--- config.mk ---
export PLATFORM = sky130hd
export DESIGN_NAME = sext_arbiter_flat
export DESIGN_NICKNAME = d
export VERILOG_FILES = /design/src/rtl/sext_arbiter_if.sv /design/src/rtl/sext_arbiter.sv /design/src/flat_wrapper.sv
export SDC_FILE = /design/constraint.sdc
export NUM_CORES = 1
export LEC_CHECK = 0
export CAP_MARGIN = 5
export CORE_UTILIZATION = 34
export DETAILED_ROUTE_END_ITERATION = 8
export PLACE_DENSITY = 0.84
export SYNTH_ARGS = -nofsm -noshare
export SYNTH_HDL_FRONTEND = slang
export SYNTH_SLANG_ARGS = --single-unit
export TNS_END_PERCENT = 5
--- constraint.sdc ---
create_clock -name clk -period 1.8 [get_ports clk]
set_input_delay 0.36 -clock clk [delete_from_list [all_inputs] [get_ports clk]]
set_output_delay 0.36 -clock clk [all_outputs]
set_load 0.05 [all_outputs]
--- src/rtl/sext_arbiter_if.sv ---
// Handshake bundle between two extension requesters, the shared arbiter and the result consumer.
// The slave modport is the arbiter's view; master is the requester/consumer side.
interface sext_arbiter_if #(
   parameter int REGISTER_DATA_BIT_WIDTH = 16
);
   logic                               req0_valid;
   logic                               req0_ready;
   logic [REGISTER_DATA_BIT_WIDTH-1:0] req0_data;
   logic [1:0]                         req0_mode;

   logic                               req1_valid;
   logic                               req1_ready;
   logic [REGISTER_DATA_BIT_WIDTH-1:0] req1_data;
   logic [1:0]                         req1_mode;

   logic                               rsp_valid;
   logic                               rsp_ready;
   logic [REGISTER_DATA_BIT_WIDTH-1:0] rsp_data;
   logic                               rsp_id;

   modport slave (
      input  req0_valid, req0_data, req0_mode,
      output req0_ready,
      input  req1_valid, req1_data, req1_mode,
      output req1_ready,
      output rsp_valid, rsp_data, rsp_id,
      input  rsp_ready
   );

   modport master (
      output req0_valid, req0_data, req0_mode,
      input  req0_ready,
      output req1_valid, req1_data, req1_mode,
      input  req1_ready,
      input  rsp_valid, rsp_data, rsp_id,
      output rsp_ready
   );
endinterface

--- src/rtl/sext_arbiter.sv ---
// Two-requester round-robin arbiter in front of one shared sign/zero-extension unit
// with a single-entry output register.
//
// state    | meaning
// ST_EMPTY | output register empty, rsp_valid = 0
// ST_FULL  | output register holds a result, rsp_valid = 1
module sext_arbiter #(
   parameter int REGISTER_DATA_BIT_WIDTH = 16
) (
   input  logic          clk,
   input  logic          rst_n,
   sext_arbiter_if.slave bus
);
   localparam int W = REGISTER_DATA_BIT_WIDTH;

   typedef enum logic {
      ST_EMPTY = 1'b0,
      ST_FULL  = 1'b1
   } state_t;

   state_t         r_state;
   state_t         w_state_nxt;
   logic           r_last_grant;
   logic           r_rsp_id;
   logic [W-1:0]   r_rsp_data;

   logic           w_can_accept;
   logic           w_grant;
   logic           w_ready0;
   logic           w_ready1;
   logic           w_xfer;
   logic [W-1:0]   w_sel_data;
   logic [1:0]     w_sel_mode;
   logic [W-1:0]   w_ext_data;

   // rst_n gates acceptance so no handshake can be reported while reset is held
   assign w_can_accept = rst_n & ((r_state == ST_EMPTY) | bus.rsp_ready);

   always_comb begin
      w_grant = 1'b0;
      case ({bus.req1_valid, bus.req0_valid})
         2'b01:   w_grant = 1'b0;
         2'b10:   w_grant = 1'b1;
         2'b11:   w_grant = ~r_last_grant;
         default: w_grant = 1'b0;
      endcase
   end

   assign w_ready0 = w_can_accept & (w_grant == 1'b0);
   assign w_ready1 = w_can_accept & (w_grant == 1'b1);
   assign w_xfer   = (bus.req0_valid & w_ready0) | (bus.req1_valid & w_ready1);

   assign w_sel_data = w_grant ? bus.req1_data : bus.req0_data;
   assign w_sel_mode = w_grant ? bus.req1_mode : bus.req0_mode;

   always_comb begin
      w_ext_data = '0;
      case (w_sel_mode)
         2'b00:   w_ext_data = {{(W-4){w_sel_data[3]}},  w_sel_data[3:0]};
         2'b01:   w_ext_data = {{(W-8){w_sel_data[7]}},  w_sel_data[7:0]};
         2'b10:   w_ext_data = {{(W-12){w_sel_data[11]}}, w_sel_data[11:0]};
         2'b11:   w_ext_data = {{(W-8){1'b0}},           w_sel_data[7:0]};
         default: w_ext_data = '0;
      endcase
   end

   always_comb begin
      w_state_nxt = r_state;
      case (r_state)
         ST_EMPTY: if (w_xfer) w_state_nxt = ST_FULL;
         ST_FULL:  if (bus.rsp_ready && !w_xfer) w_state_nxt = ST_EMPTY;
         default:  w_state_nxt = ST_EMPTY;
      endcase
   end

   always_ff @(posedge clk or negedge rst_n) begin
      if (!rst_n) begin
         r_state <= ST_EMPTY;
      end else begin
         r_state <= w_state_nxt;
      end
   end

   // Result register and round-robin pointer only move on an accepted field
   always_ff @(posedge clk or negedge rst_n) begin
      if (!rst_n) begin
         r_rsp_data   <= '0;
         r_rsp_id     <= 1'b0;
         r_last_grant <= 1'b1;
      end else if (w_xfer) begin
         r_rsp_data   <= w_ext_data;
         r_rsp_id     <= w_grant;
         r_last_grant <= w_grant;
      end
   end

   assign bus.req0_ready = w_ready0;
   assign bus.req1_ready = w_ready1;
   assign bus.rsp_valid  = (r_state == ST_FULL);
   assign bus.rsp_data   = r_rsp_data;
   assign bus.rsp_id     = r_rsp_id;
endmodule
--- src/flat_wrapper.sv ---
// flat-port wrapper written by rule: the top's interface ports become plain ports
module sext_arbiter_flat 
#(
   parameter int REGISTER_DATA_BIT_WIDTH = 16
)
  (clk, rst_n, bus_req0_valid, bus_req0_data, bus_req0_mode, bus_req0_ready, bus_req1_valid, bus_req1_data, bus_req1_mode, bus_req1_ready, bus_rsp_valid, bus_rsp_data, bus_rsp_id, bus_rsp_ready);
  sext_arbiter_if #(.REGISTER_DATA_BIT_WIDTH(REGISTER_DATA_BIT_WIDTH)) bus_i ();
  input  logic clk;
  input  logic rst_n;
  input wire logic [$bits(bus_i.req0_valid)-1:0] bus_req0_valid;
  input wire logic [$bits(bus_i.req0_data)-1:0] bus_req0_data;
  input wire logic [$bits(bus_i.req0_mode)-1:0] bus_req0_mode;
  output wire logic [$bits(bus_i.req0_ready)-1:0] bus_req0_ready;
  input wire logic [$bits(bus_i.req1_valid)-1:0] bus_req1_valid;
  input wire logic [$bits(bus_i.req1_data)-1:0] bus_req1_data;
  input wire logic [$bits(bus_i.req1_mode)-1:0] bus_req1_mode;
  output wire logic [$bits(bus_i.req1_ready)-1:0] bus_req1_ready;
  output wire logic [$bits(bus_i.rsp_valid)-1:0] bus_rsp_valid;
  output wire logic [$bits(bus_i.rsp_data)-1:0] bus_rsp_data;
  output wire logic [$bits(bus_i.rsp_id)-1:0] bus_rsp_id;
  input wire logic [$bits(bus_i.rsp_ready)-1:0] bus_rsp_ready;
  assign bus_i.req0_valid = bus_req0_valid;
  assign bus_i.req0_data = bus_req0_data;
  assign bus_i.req0_mode = bus_req0_mode;
  assign bus_req0_ready = bus_i.req0_ready;
  assign bus_i.req1_valid = bus_req1_valid;
  assign bus_i.req1_data = bus_req1_data;
  assign bus_i.req1_mode = bus_req1_mode;
  assign bus_req1_ready = bus_i.req1_ready;
  assign bus_rsp_valid = bus_i.rsp_valid;
  assign bus_rsp_data = bus_i.rsp_data;
  assign bus_rsp_id = bus_i.rsp_id;
  assign bus_i.rsp_ready = bus_rsp_ready;
  sext_arbiter #(.REGISTER_DATA_BIT_WIDTH(REGISTER_DATA_BIT_WIDTH)) u_core (.clk(clk), .rst_n(rst_n), .bus(bus_i));
endmodule
==> impl_results.md <==
* Status: finished clean
* Routed vias/inst at 4.98
* Hold Vio Cnt, Final at 0
* Initial Utilization at 37.6%
* Most frequent cells in the layout: buf_4, clkdlybuf4s50_1, nand2_1, dfrtp_1, nand3_1
* CTS tree: done
* Die Span Y at 52.6 um
* Relative slew margins at 78.1%
* Ports at 61
* Root buffer cell: clkbuf_4
* Hold slack final at 308 ps
* Synth Area in Adders at 0%
* Crit Path Class: in -> out
* All-layer global routing usage at 18.9%
* Synth Area in XOR/XNOR at 0%
* RSZ-0062 raised after global routing: false
* Max Clock Freq at 564 MHz
* Final min period at 1770 ps
* Core ar. at 2320 um2
* Post-synthesis instance total at 92
* Setup TNS Final at 0 ps
* Critical Path RT at 1440 ps
* Layout cell share with drive strength beyond 1 at 31.2%
* Max capacitance violation total at 0
* Power Density at 918 nW/um2
* Clock sinks at 15
* Leak at 0.718 nW
* Via count at 906
* Die Area at 2770 um2
* Worst-Margin Slew at 326 ps
* Die X at 52.6 um
* Tcrit/Tclk final at 98.5%
* Worst-Skew Late Latency at 270 ps
* RePlAce Congestion at 0.719
* Crit path arrival time at 1410 ps
* Critical-path maximum fanout at 3
* Std cell rows at 17
* # setup viols final at 0
* Synth-to-layout area growth at 73.2%
* Yosys warning count at 0
* NumNets Final at 196
* First drt pass iteration count at 3
* # diodes at 0
* CTS buffer count at 3
* Mean Syn Cell Area at 9.48 um2
* Peak VDD IR at 0.694 mV
* DP HPWL at 1960 um
* Psw at 0.000605 W
* Slew Limit Fails at 0
* Worst Skew at 4.48 ps
* Synth Area in Simple Gates at 26.7%
* First-pass GRT wire length at 3860 um
* Largest net degree at the start of global routing at 12
* Clock power share at 13.0%
* Antenna violations before repair at 0
* Sequential cell area fraction in the yosys report at 43.2%
* Util after Layout at 65.1%
* CTS H-Tree Depth at 1
* Main area contributors after synthesis: dfrtp_1, nand2_1, mux2i_1
* Mapped Area at 872 um2
* Antenna-violating nets left at 0
* Yosys top cell by area: dfrtp_1
* Critical path startpoint category: input pin
* Filler cells at 190
* Most common cell after layout, fill and taps aside: buf_4
* Distinct cells, synth at 24
* Post-synthesis mux area share at 9.47%
* Critical path endpoint category: output pin
* R2R Setup Slk at 190 ps
* Yosys reg bits at 15
* 1st-iter DRT viols at 13
* Switch share at 43.7%
* Routed Wire Length at 2490 um
* Sequential Power Share at 32.8%
* Synth Area in Compound Gates at 14.1%
* Logic pwr share at 54.1%
* CTS Buffer Depth at 2
* Gr ovfl total at 0
* Clock transition at the registers of the reported paths at 80 ps
* Post-synth top area share at 40.2%
* Routed wire per std cell at 13.7 um
* IO Port Bufs at 52
* Hold Crit Class: in -> async
* Drt drc at 0
* Vias in the first global route at 906
* Post-synthesis net count at 133
* Cell Int Power at 0.000781 W
* Largest family of logic cells by synthesized area: simple AND/OR/NAND/NOR gates
## power by group through the flow
stage,Clock (W),Sequential (W),Combinational (W)
4_1_cts,0.000183,0.000453,0.000749
3_3_place_gp,0,0.000454,0.000728
6_report,0.000181,0.000455,0.000751
5_1_grt,0.000202,0.000463,0.000787
2_1_floorplan,0,0.000670,0.000258
3_5_place_dp,0,0.000455,0.000737
## cell type report
class | count | area, um2 | share of cell area, %
clock buffers | 4 | 26.3 | 1.74
flip-flops and latches | 15 | 377 | 24.9
well taps | 28 | 35.0 | 2.32
multi-input cells | 69 | 473 | 31.3
repair buffers | 66 | 599 | 39.7
## per-stage QoR
step	power, W	setup slack [ps]	instance area (um2)	instances
finish	0.00139	27.3	1510	182
global route	0.00145	3.32	1510	182
CTS	0.00139	14.2	1500	182
detailed placement	0.00119	-194	1450	177
global placement	0.00118	-153	1450	177
floorplan	0.000928	-111	875	92
## Yosys cell counts, drive strengths merged
| library cell | n |
|---|---|
| nand2 | 18 |
| dfrtp | 14 |
| nand3 | 12 |
| buf | 7 |
| mux2i | 7 |
| nor2 | 6 |
| a22o | 4 |
| o21ai | 4 |
| o22a | 4 |
| nor3 | 3 |
| a21o | 2 |
| nor2b | 2 |
| nor4 | 2 |
| a21bo | 1 |
| a21boi | 1 |
| clkbuf | 1 |
| dfstp | 1 |
| nand2b | 1 |
| nand3b | 1 |
| or3 | 1 |
## per-layer routing
layer / global-route usage, % / part of all wire, %
met3: 3.19 / 6.4
met2: 33.8 / 49
met5: 0 / 0
met4: 4.39 / 0
met1: 23.2 / 45
## critical path, stage by stage
cell             delay (ps)
clkdlybuf4s50_1         510
a21bo_4                 260
nor2_4                  140
buf_12                  150
## what timing repair did
action,in CTS,in global routing
gates resized for setup,7,3
pin swaps,0,1
endpoints found under the setup margin,2,2
setup buffers,1,0
hold buffers,0,0
## cells by family after synthesis
family          count (synthesis)
compound gates                 16
buf+inv                         8
flops                          15
mux                             7
simple gates                   46
## final timing paths
check / from / to / cells after the start
setup / recovery: bus_req1_valid / bus_req1_ready / 4
hold reg to reg: u_core.bus.rsp_data[3]$_DFFE_PN0P_ / u_core.bus.rsp_data[3]$_DFFE_PN0P_ / 2
max in group asynchronous: rst_n / u_core.r_last_grant$_DFFE_PN1P_ / 2
setup reg to reg: u_core.r_last_grant$_DFFE_PN1P_ / u_core.bus.rsp_data[5]$_DFFE_PN0P_ / 5
min in group clk: u_core.bus.rsp_data[3]$_DFFE_PN0P_ / u_core.bus.rsp_data[3]$_DFFE_PN0P_ / 2
hold / removal: rst_n / u_core.bus.rsp_valid$_DFF_PN0_ / 2
## registers in the layout, summed over array words and instances (netlist names)
name / flops
u_core.bus.rsp_id: 1
u_core.bus.rsp_valid: 1
u_core.bus.rsp_data: 12
u_core.r_last_grant: 1
(Power assumes the default switching activity.)
